==> config.mk <==
export PLATFORM = sky130hd
export DESIGN_NAME = gac_write_arbiter
export DESIGN_NICKNAME = d
export VERILOG_FILES = /design/src/rtl/gac_write_arbiter.sv
export SDC_FILE = /design/constraint.sdc
export NUM_CORES = 1
export LEC_CHECK = 0
export ABC_AREA = 1
export CORE_ASPECT_RATIO = 2
export CORE_MARGIN = 2
export CORE_UTILIZATION = 35
export CTS_CLUSTER_DIAMETER = 120
export DETAILED_ROUTE_END_ITERATION = 7
export GPL_TIMING_DRIVEN = 0
export PLACE_DENSITY = 0.63
export SLEW_MARGIN = 20
export SYNTH_ARGS = -nofsm -noshare
export SYNTH_HDL_FRONTEND = slang
export SYNTH_SLANG_ARGS = --single-unit
==> constraint.sdc <==
create_clock -name clk -period 2.3 [get_ports clk]
set_input_delay 0.345 -clock clk [delete_from_list [all_inputs] [get_ports clk]]
set_output_delay 0.345 -clock clk [all_outputs]
set_load 0.02 [all_outputs]
==> src/rtl/gac_write_arbiter.sv <==
// gac_write_arbiter
// Shares the single character-write port of the graphics adapter (wen/datain)
// between two byte producers. Each producer feeds a small FIFO; the port is
// granted for a whole text line and released on the line-feed byte or after
// the owner has been quiet for LOCK_TIMEOUT cycles. Ownership then passes
// round-robin.
//
// state    | meaning
// ---------+--------------------------------------------------------------
// S_IDLE   | no owner; pick the next requester with queued data
// S_GRANT0 | requester 0 owns the port; its FIFO drains one byte per cycle
// S_GRANT1 | requester 1 owns the port; its FIFO drains one byte per cycle
module gac_write_arbiter #(
    parameter int          FIFO_DEPTH   = 4,
    parameter int          LOCK_TIMEOUT = 255,
    parameter logic [7:0]  LF_CODE      = 8'h0A
) (
    input  logic        clk,
    input  logic        rst,
    input  logic        req0_valid,
    input  logic [7:0]  req0_data,
    output logic        req0_ready,
    input  logic        req1_valid,
    input  logic [7:0]  req1_data,
    output logic        req1_ready,
    input  logic        gac_ready,
    output logic        wen,
    output logic [7:0]  datain,
    output logic [1:0]  owner
);

    localparam int AW = (FIFO_DEPTH > 1) ? $clog2(FIFO_DEPTH) : 1;
    localparam int CW = AW + 1;
    localparam int TW = $clog2(LOCK_TIMEOUT + 1);
    localparam logic [CW-1:0] DEPTH_C  = CW'(FIFO_DEPTH);
    localparam logic [TW-1:0] TMO_LAST = TW'(LOCK_TIMEOUT - 1);

    // state encoding doubles as the owner code presented to the outside
    typedef enum logic [1:0] {
        S_IDLE   = 2'b00,
        S_GRANT0 = 2'b01,
        S_GRANT1 = 2'b10
    } state_t;

    state_t          state, state_nxt;
    logic            last_owner, last_nxt;
    logic [TW-1:0]   tmo_cnt, tmo_nxt;
    logic            wen_nxt;
    logic [7:0]      dout_nxt;
    logic            sel;

    logic [7:0]      mem [2][FIFO_DEPTH];
    logic [AW-1:0]   wr_ptr [2];
    logic [AW-1:0]   rd_ptr [2];
    logic [CW-1:0]   cnt [2];
    logic [7:0]      din [2];
    logic [7:0]      head [2];
    logic [1:0]      push;
    logic [1:0]      pop;
    logic [1:0]      full;
    logic [1:0]      nonempty;

    assign din[0] = req0_data;
    assign din[1] = req1_data;

    // ready comes only from the registered count, so a full FIFO refuses a
    // push even when the same edge pops it; reset holds both ports closed
    assign req0_ready = rst & ~full[0];
    assign req1_ready = rst & ~full[1];
    assign push[0]    = req0_valid & req0_ready;
    assign push[1]    = req1_valid & req1_ready;

    // per-requester status and head-of-queue byte
    always_comb begin
        for (int i = 0; i < 2; i++) begin
            full[i]     = (cnt[i] == DEPTH_C);
            nonempty[i] = (cnt[i] != '0);
            head[i]     = mem[i][rd_ptr[i]];
        end
    end

    // FIFO storage; contents need no reset because the count gates every read
    always_ff @(posedge clk) begin
        for (int i = 0; i < 2; i++) begin
            if (push[i]) begin
                mem[i][wr_ptr[i]] <= din[i];
            end
        end
    end

    // FIFO pointers and occupancy
    always_ff @(posedge clk or negedge rst) begin
        if (!rst) begin
            for (int i = 0; i < 2; i++) begin
                wr_ptr[i] <= '0;
                rd_ptr[i] <= '0;
                cnt[i]    <= '0;
            end
        end else begin
            for (int i = 0; i < 2; i++) begin
                if (push[i]) begin
                    wr_ptr[i] <= wr_ptr[i] + AW'(1);
                end
                if (pop[i]) begin
                    rd_ptr[i] <= rd_ptr[i] + AW'(1);
                end
                cnt[i] <= cnt[i] + CW'(push[i]) - CW'(pop[i]);
            end
        end
    end

    // arbiter state, round-robin memory, quiet timer and write-port registers
    always_ff @(posedge clk or negedge rst) begin
        if (!rst) begin
            state      <= S_IDLE;
            last_owner <= 1'b1;
            tmo_cnt    <= '0;
            wen        <= 1'b0;
            datain     <= 8'h00;
        end else begin
            state      <= state_nxt;
            last_owner <= last_nxt;
            tmo_cnt    <= tmo_nxt;
            wen        <= wen_nxt;
            datain     <= dout_nxt;
        end
    end

    assign sel = (state == S_GRANT1);

    // next-state, pop and write-strobe decisions
    always_comb begin
        state_nxt = state;
        last_nxt  = last_owner;
        tmo_nxt   = tmo_cnt;
        pop       = 2'b00;
        wen_nxt   = 1'b0;
        dout_nxt  = datain;

        case (state)
            S_IDLE: begin
                // the grant edge issues nothing; the timer starts fresh
                tmo_nxt = '0;
                if (nonempty[0] && nonempty[1]) begin
                    state_nxt = last_owner ? S_GRANT0 : S_GRANT1;
                end else if (nonempty[0]) begin
                    state_nxt = S_GRANT0;
                end else if (nonempty[1]) begin
                    state_nxt = S_GRANT1;
                end
            end

            S_GRANT0, S_GRANT1: begin
                if (nonempty[sel]) begin
                    // data pending with gac_ready low is a stall, not quiet time
                    if (gac_ready) begin
                        pop[sel] = 1'b1;
                        wen_nxt  = 1'b1;
                        dout_nxt = head[sel];
                        tmo_nxt  = '0;
                        if (head[sel] == LF_CODE) begin
                            state_nxt = S_IDLE;
                            last_nxt  = sel;
                        end
                    end
                end else if (tmo_cnt == TMO_LAST) begin
                    state_nxt = S_IDLE;
                    last_nxt  = sel;
                    tmo_nxt   = '0;
                end else begin
                    tmo_nxt = tmo_cnt + TW'(1);
                end
            end

            default: begin
                state_nxt = S_IDLE;
            end
        endcase
    end

    assign owner = state;

endmodule

==> results by group <==
Run status
  – Run status: finished with violations
  – Violated checks: negative setup slack

Setup path
  – Maximum fanout encountered on the critical timing path: 3
  – Slowest CP cell: sky130_fd_sc_hd__dfrtp_1
  – Peak per-stage delay on the critical path: around 0.45 ns
  – R2R Setup Slk: -0.01 ns
  – Critical path class: reg2reg
  – Number of buffer and inverter instances along the worst setup path: 3
  – Worst setup EP type: flip-flop
  – Critical-path cell list: nor3_4 > o21ai_4 > inv_2 > nor3_4 > nand2_2 > inv_2 > ha_1 > inv_1 > ha_2 > fa_2 > xnor2_2 > xor2_1
  – Critical path startpoint category: flip-flop
  – Crit path arrival time: roughly 2.5 ns
  – Required time at the endpoint of the critical path: between 2 and 3 ns
  – CP top delay family: adder cells

Clock tree
  – CTS Root Cell: sky130_fd_sc_hd__clkbuf_16
  – Skew-Pair Late Insertion Delay: 0.35 ns
  – Level count of the clock H-tree: 3
  – CTS tree: done
  – Clock transition at the register clock pins on the worst setup and hold paths after CTS: 0.07 ns
  – Total clock buffers created by CTS: 9
  – Sinks on Clock Net: 98
  – Clock Path Buffers: 2

STA
  – Setup repair after global routing missed its margin: true
  – Relative slew margins: 39.9%
  – Number of pins exceeding their max-slew limit in the final report: 0
  – Final WS setup: -0.0100 ns
  – Maximum clock skew at final layout: 0.0148 ns
  – Tightest hold margin: between 0.03 and 0.04 ns
  – FMAX: 433 MHz
  – Actual slew at the worst max-slew pin: 0.899 ns
  – Hold violation total from the final report: 0
  – Fin crit share: 100%
  – Total Neg Setup Slack: -0.0100 ns
  – Final setup violation count: 1
  – Shortest period the worst path allows: 2.31 ns

Route
  – Antenna Nets Post-Route: 0
  – Starting DRT DRC Count: 131
  – Post-detailed-route via-to-cell ratio: roughly 4.6
  – Wire length after detailed routing: 9320 µm
  – TritonRoute pass-1 iters: 4
  – DRC violation count after routing: 0
  – Detailed-route via count: roughly 3100
  – WL/cell: about 14 µm

Place
  – Cell area reported after detailed placement: 0.00517 mm²
  – Sum of net half-perimeters after detailed placement: 6940 µm
  – Number of I/O port buffers: 33
  – Last weighted congestion value of the routability-driven placer: 0.832
  – Number of instances in the placed design: roughly 650

Floorplan
  – Num rows: 59
  – Chip height: 166 µm
  – Initial Util: 35.6%
  – Placeable core region: 0.0129 mm²
  – Io pins: 34
  – Total die area: 0.0141 mm²
  – Horizontal die dimension: between 80 and 90 µm

Logic synthesis
  – Gate count after technology mapping: 462
  – Register area share after synthesis: around 60%
  – Number of unique standard cell types used by synthesis: 31
  – Synth Cell Area: approximately 0.0046 mm²
  – Synthesized area per cell: 9.97 µm²
  – Synthesis-stage register bit count: 98
  – Synth Warn #: 0
  – Number of nets produced by synthesis: 501

Global route
  – Global router's overall resource usage: 14.0%
  – Via count of the first global-routing pass: 3278
  – Antenna violations before repair: 0
  – Global-route wire length before repair: 15300 µm
  – Remaining global-route overflow: 0
  – Largest net degree at the start of global routing: 24

Final layout
  – Synthesis-to-layout area growth: 22.2%
  – Total inserted antenna cells: 0
  – Final std cell area, no fill: 0.00563 mm²
  – Final instance count without filler cells: 676
  – Share of cells above drive strength 1: 15.5%
  – Total Nets Final: ~560

Pwr
  – Overall Power: 6990 µW
  – Lkg Pwr: 0.00250 µW
  – Highest ir drop seen on vdd: between 0.5 and 0.6 mV
  – Power Density: ~1200 mW/mm²

Worst hold path
  – Min-Delay Path Class: in2async

Run
  – Max-cap violations: 0
==> cell usage after synthesis <==
cell type                  instances  area (µm²)
sky130_fd_sc_hd__dfstp_2           1        26.3
sky130_fd_sc_hd__nor2_2            2        12.5
sky130_fd_sc_hd__nor3_4            2        32.5
sky130_fd_sc_hd__fa_1              2        40.0
sky130_fd_sc_hd__nand2_1         111         417
sky130_fd_sc_hd__edfxtp_1         64        1920
sky130_fd_sc_hd__o21ai_0           3        15.0
sky130_fd_sc_hd__nor3_2            2        20.0
sky130_fd_sc_hd__nand2_2           3        18.8
sky130_fd_sc_hd__o21ai_4           1        16.3
sky130_fd_sc_hd__xor2_1           10        87.6
sky130_fd_sc_hd__nor3_1            4        20.0
sky130_fd_sc_hd__buf_6             2        22.5
sky130_fd_sc_hd__o21ai_2           4        35.0
sky130_fd_sc_hd__inv_2             7        26.3
sky130_fd_sc_hd__a31oi_1           2        12.5
sky130_fd_sc_hd__o22ai_1           1        6.26
sky130_fd_sc_hd__ha_1             16         200
sky130_fd_sc_hd__dfrtp_1          33         826
sky130_fd_sc_hd__nand3_2           1        10.0
sky130_fd_sc_hd__xnor2_1           2        17.5
sky130_fd_sc_hd__nand4_1           3        18.8
sky130_fd_sc_hd__o21ai_1           5        25.0
sky130_fd_sc_hd__nand3_1          46         230
sky130_fd_sc_hd__a21oi_1           7        35.0
sky130_fd_sc_hd__nand3b_1          2        15.0
sky130_fd_sc_hd__nor2_1           30         113
sky130_fd_sc_hd__buf_2             7        35.0
sky130_fd_sc_hd__inv_1            84         315
sky130_fd_sc_hd__buf_4             2        15.0
sky130_fd_sc_hd__or2_1             3        18.8
==> repair_timing <==
action | in CTS | in global routing
pin swaps | 5 | 1
resized for setup | 13 | 4
setup endpoints to repair | 4 | 3
setup buffers | 9 | 1
hold buffers | 2 | 0
hold endpoints to repair | 10 | 0
==> sequential cells by signal, indices dropped and copies added (netlist names) <==
signal	cells
wr_ptr	4
mem	64
datain	8
wen	1
tmo_cnt	8
cnt	6
rd_ptr	4
last_owner	1
owner	2
==> metal layers <==
| metal | vias up | routed length, µm | GRT usage, % | share of wire (%) |
|---|---|---|---|---|
| li1 | 1571 | - | - | - |
| met1 | 1501 | 3390 | 13.1 | 36 |
| met2 | 46 | 5320 | 27.3 | 57 |
| met3 | 20 | 245 | 2.34 | 2.6 |
| met4 | 0 | 369 | 8.01 | 4.0 |
| met5 | - | 0 | 0 | 0 |
==> kinds of logic (layout without fill, tap and decap cells) <==
| kind of cell | Yosys count | count (layout) | synth area share [%] |
|---|---|---|---|
| and+or+nand+nor | 209 | 209 | 20.1 |
| buffers and inverters | 102 | 164 | 8.99 |
| DFF | 98 | 98 | 60.2 |
| AOI/OAI and AO/OA | 23 | 23 | 3.15 |
| adders and majority gates | 18 | 18 | 5.22 |
| xor gates and xnor gates | 12 | 12 | 2.28 |
==> cell usage in the layout, fill, tap and decap left out, types with 3 or more instances in the layout <==
cell type,instances
sky130_fd_sc_hd__a21oi_1,7
sky130_fd_sc_hd__buf_2,7
sky130_fd_sc_hd__buf_4,13
sky130_fd_sc_hd__buf_6,3
sky130_fd_sc_hd__clkbuf_16,9
sky130_fd_sc_hd__clkdlybuf4s50_1,32
sky130_fd_sc_hd__clkinvlp_4,3
sky130_fd_sc_hd__dfrtp_1,31
sky130_fd_sc_hd__edfxtp_1,64
sky130_fd_sc_hd__ha_1,11
sky130_fd_sc_hd__ha_4,4
sky130_fd_sc_hd__inv_1,78
sky130_fd_sc_hd__inv_2,12
sky130_fd_sc_hd__nand2_1,110
sky130_fd_sc_hd__nand2_2,3
sky130_fd_sc_hd__nand3_1,46
sky130_fd_sc_hd__nand4_1,3
sky130_fd_sc_hd__nor2_1,30
sky130_fd_sc_hd__nor3_1,4
sky130_fd_sc_hd__o21ai_0,3
sky130_fd_sc_hd__o21ai_1,5
sky130_fd_sc_hd__o21ai_2,4
sky130_fd_sc_hd__or2_1,3
sky130_fd_sc_hd__xor2_1,10
==> cell type report <==
class | instances | area [µm²]
Multi-Input combinational cell | 262 | 1500
Timing Repair Buffer | 46 | 442
Clock buffer | 10 | 239
Sequential cell | 98 | 2780
Inverter | 91 | 344
Fill cell | 1180 | 7290
Buffer | 11 | 75.1
Clock inverter | 6 | 66.3
Tap cell | 152 | 190
==> per-stage QoR <==
stage               util (%)  worst slack, ns
finish                  43.6          -0.0100
CTS                     43.4           0.0112
global placement        39.9            -1.72
global route            43.6           -0.114
floorplan                  -           -0.102
detailed placement      40.0           -0.391
==> power breakdown <==
part	internal [µW]	switching, µW	total [µW]	leakage [µW]
Combinational	1170	1800	2970	0.00136
Clock	872	636	1510	0.000141
Sequential	2270	239	2510	0.000998
Total	4310	2680	6990	0.00250
==> worst reg2reg max path, stage by stage (launching register included) <==
cell and delay [ns]:
sky130_fd_sc_hd__dfrtp_1 0.45, sky130_fd_sc_hd__nor3_4 0.28, sky130_fd_sc_hd__o21ai_4 0.09, sky130_fd_sc_hd__inv_2 0.09
sky130_fd_sc_hd__nor3_4 0.05, sky130_fd_sc_hd__nand2_2 0.08, sky130_fd_sc_hd__inv_2 0.04, sky130_fd_sc_hd__ha_1 0.26
sky130_fd_sc_hd__inv_1 0.04, sky130_fd_sc_hd__ha_2 0.16, sky130_fd_sc_hd__fa_2 0.36, sky130_fd_sc_hd__xnor2_2 0.15
sky130_fd_sc_hd__xor2_1 0.15
==> worst paths after layout <==
kind,cells after the start,endpoint,start
max,12,cnt[2]$_DFF_PN0_,cnt[3]$_DFF_PN0_
min,2,last_owner$_DFFE_PN1P_,rst
max reg2reg,12,cnt[2]$_DFF_PN0_,cnt[3]$_DFF_PN0_
max in group asynchronous,2,owner[0]$_DFFE_PN0P_,rst
min in group clk,2,datain[1]$_DFFE_PN0P_,datain[1]$_DFFE_PN0P_
min reg2reg,2,datain[1]$_DFFE_PN0P_,datain[1]$_DFFE_PN0P_
Note: power is estimated with default switching activity, not from simulation.
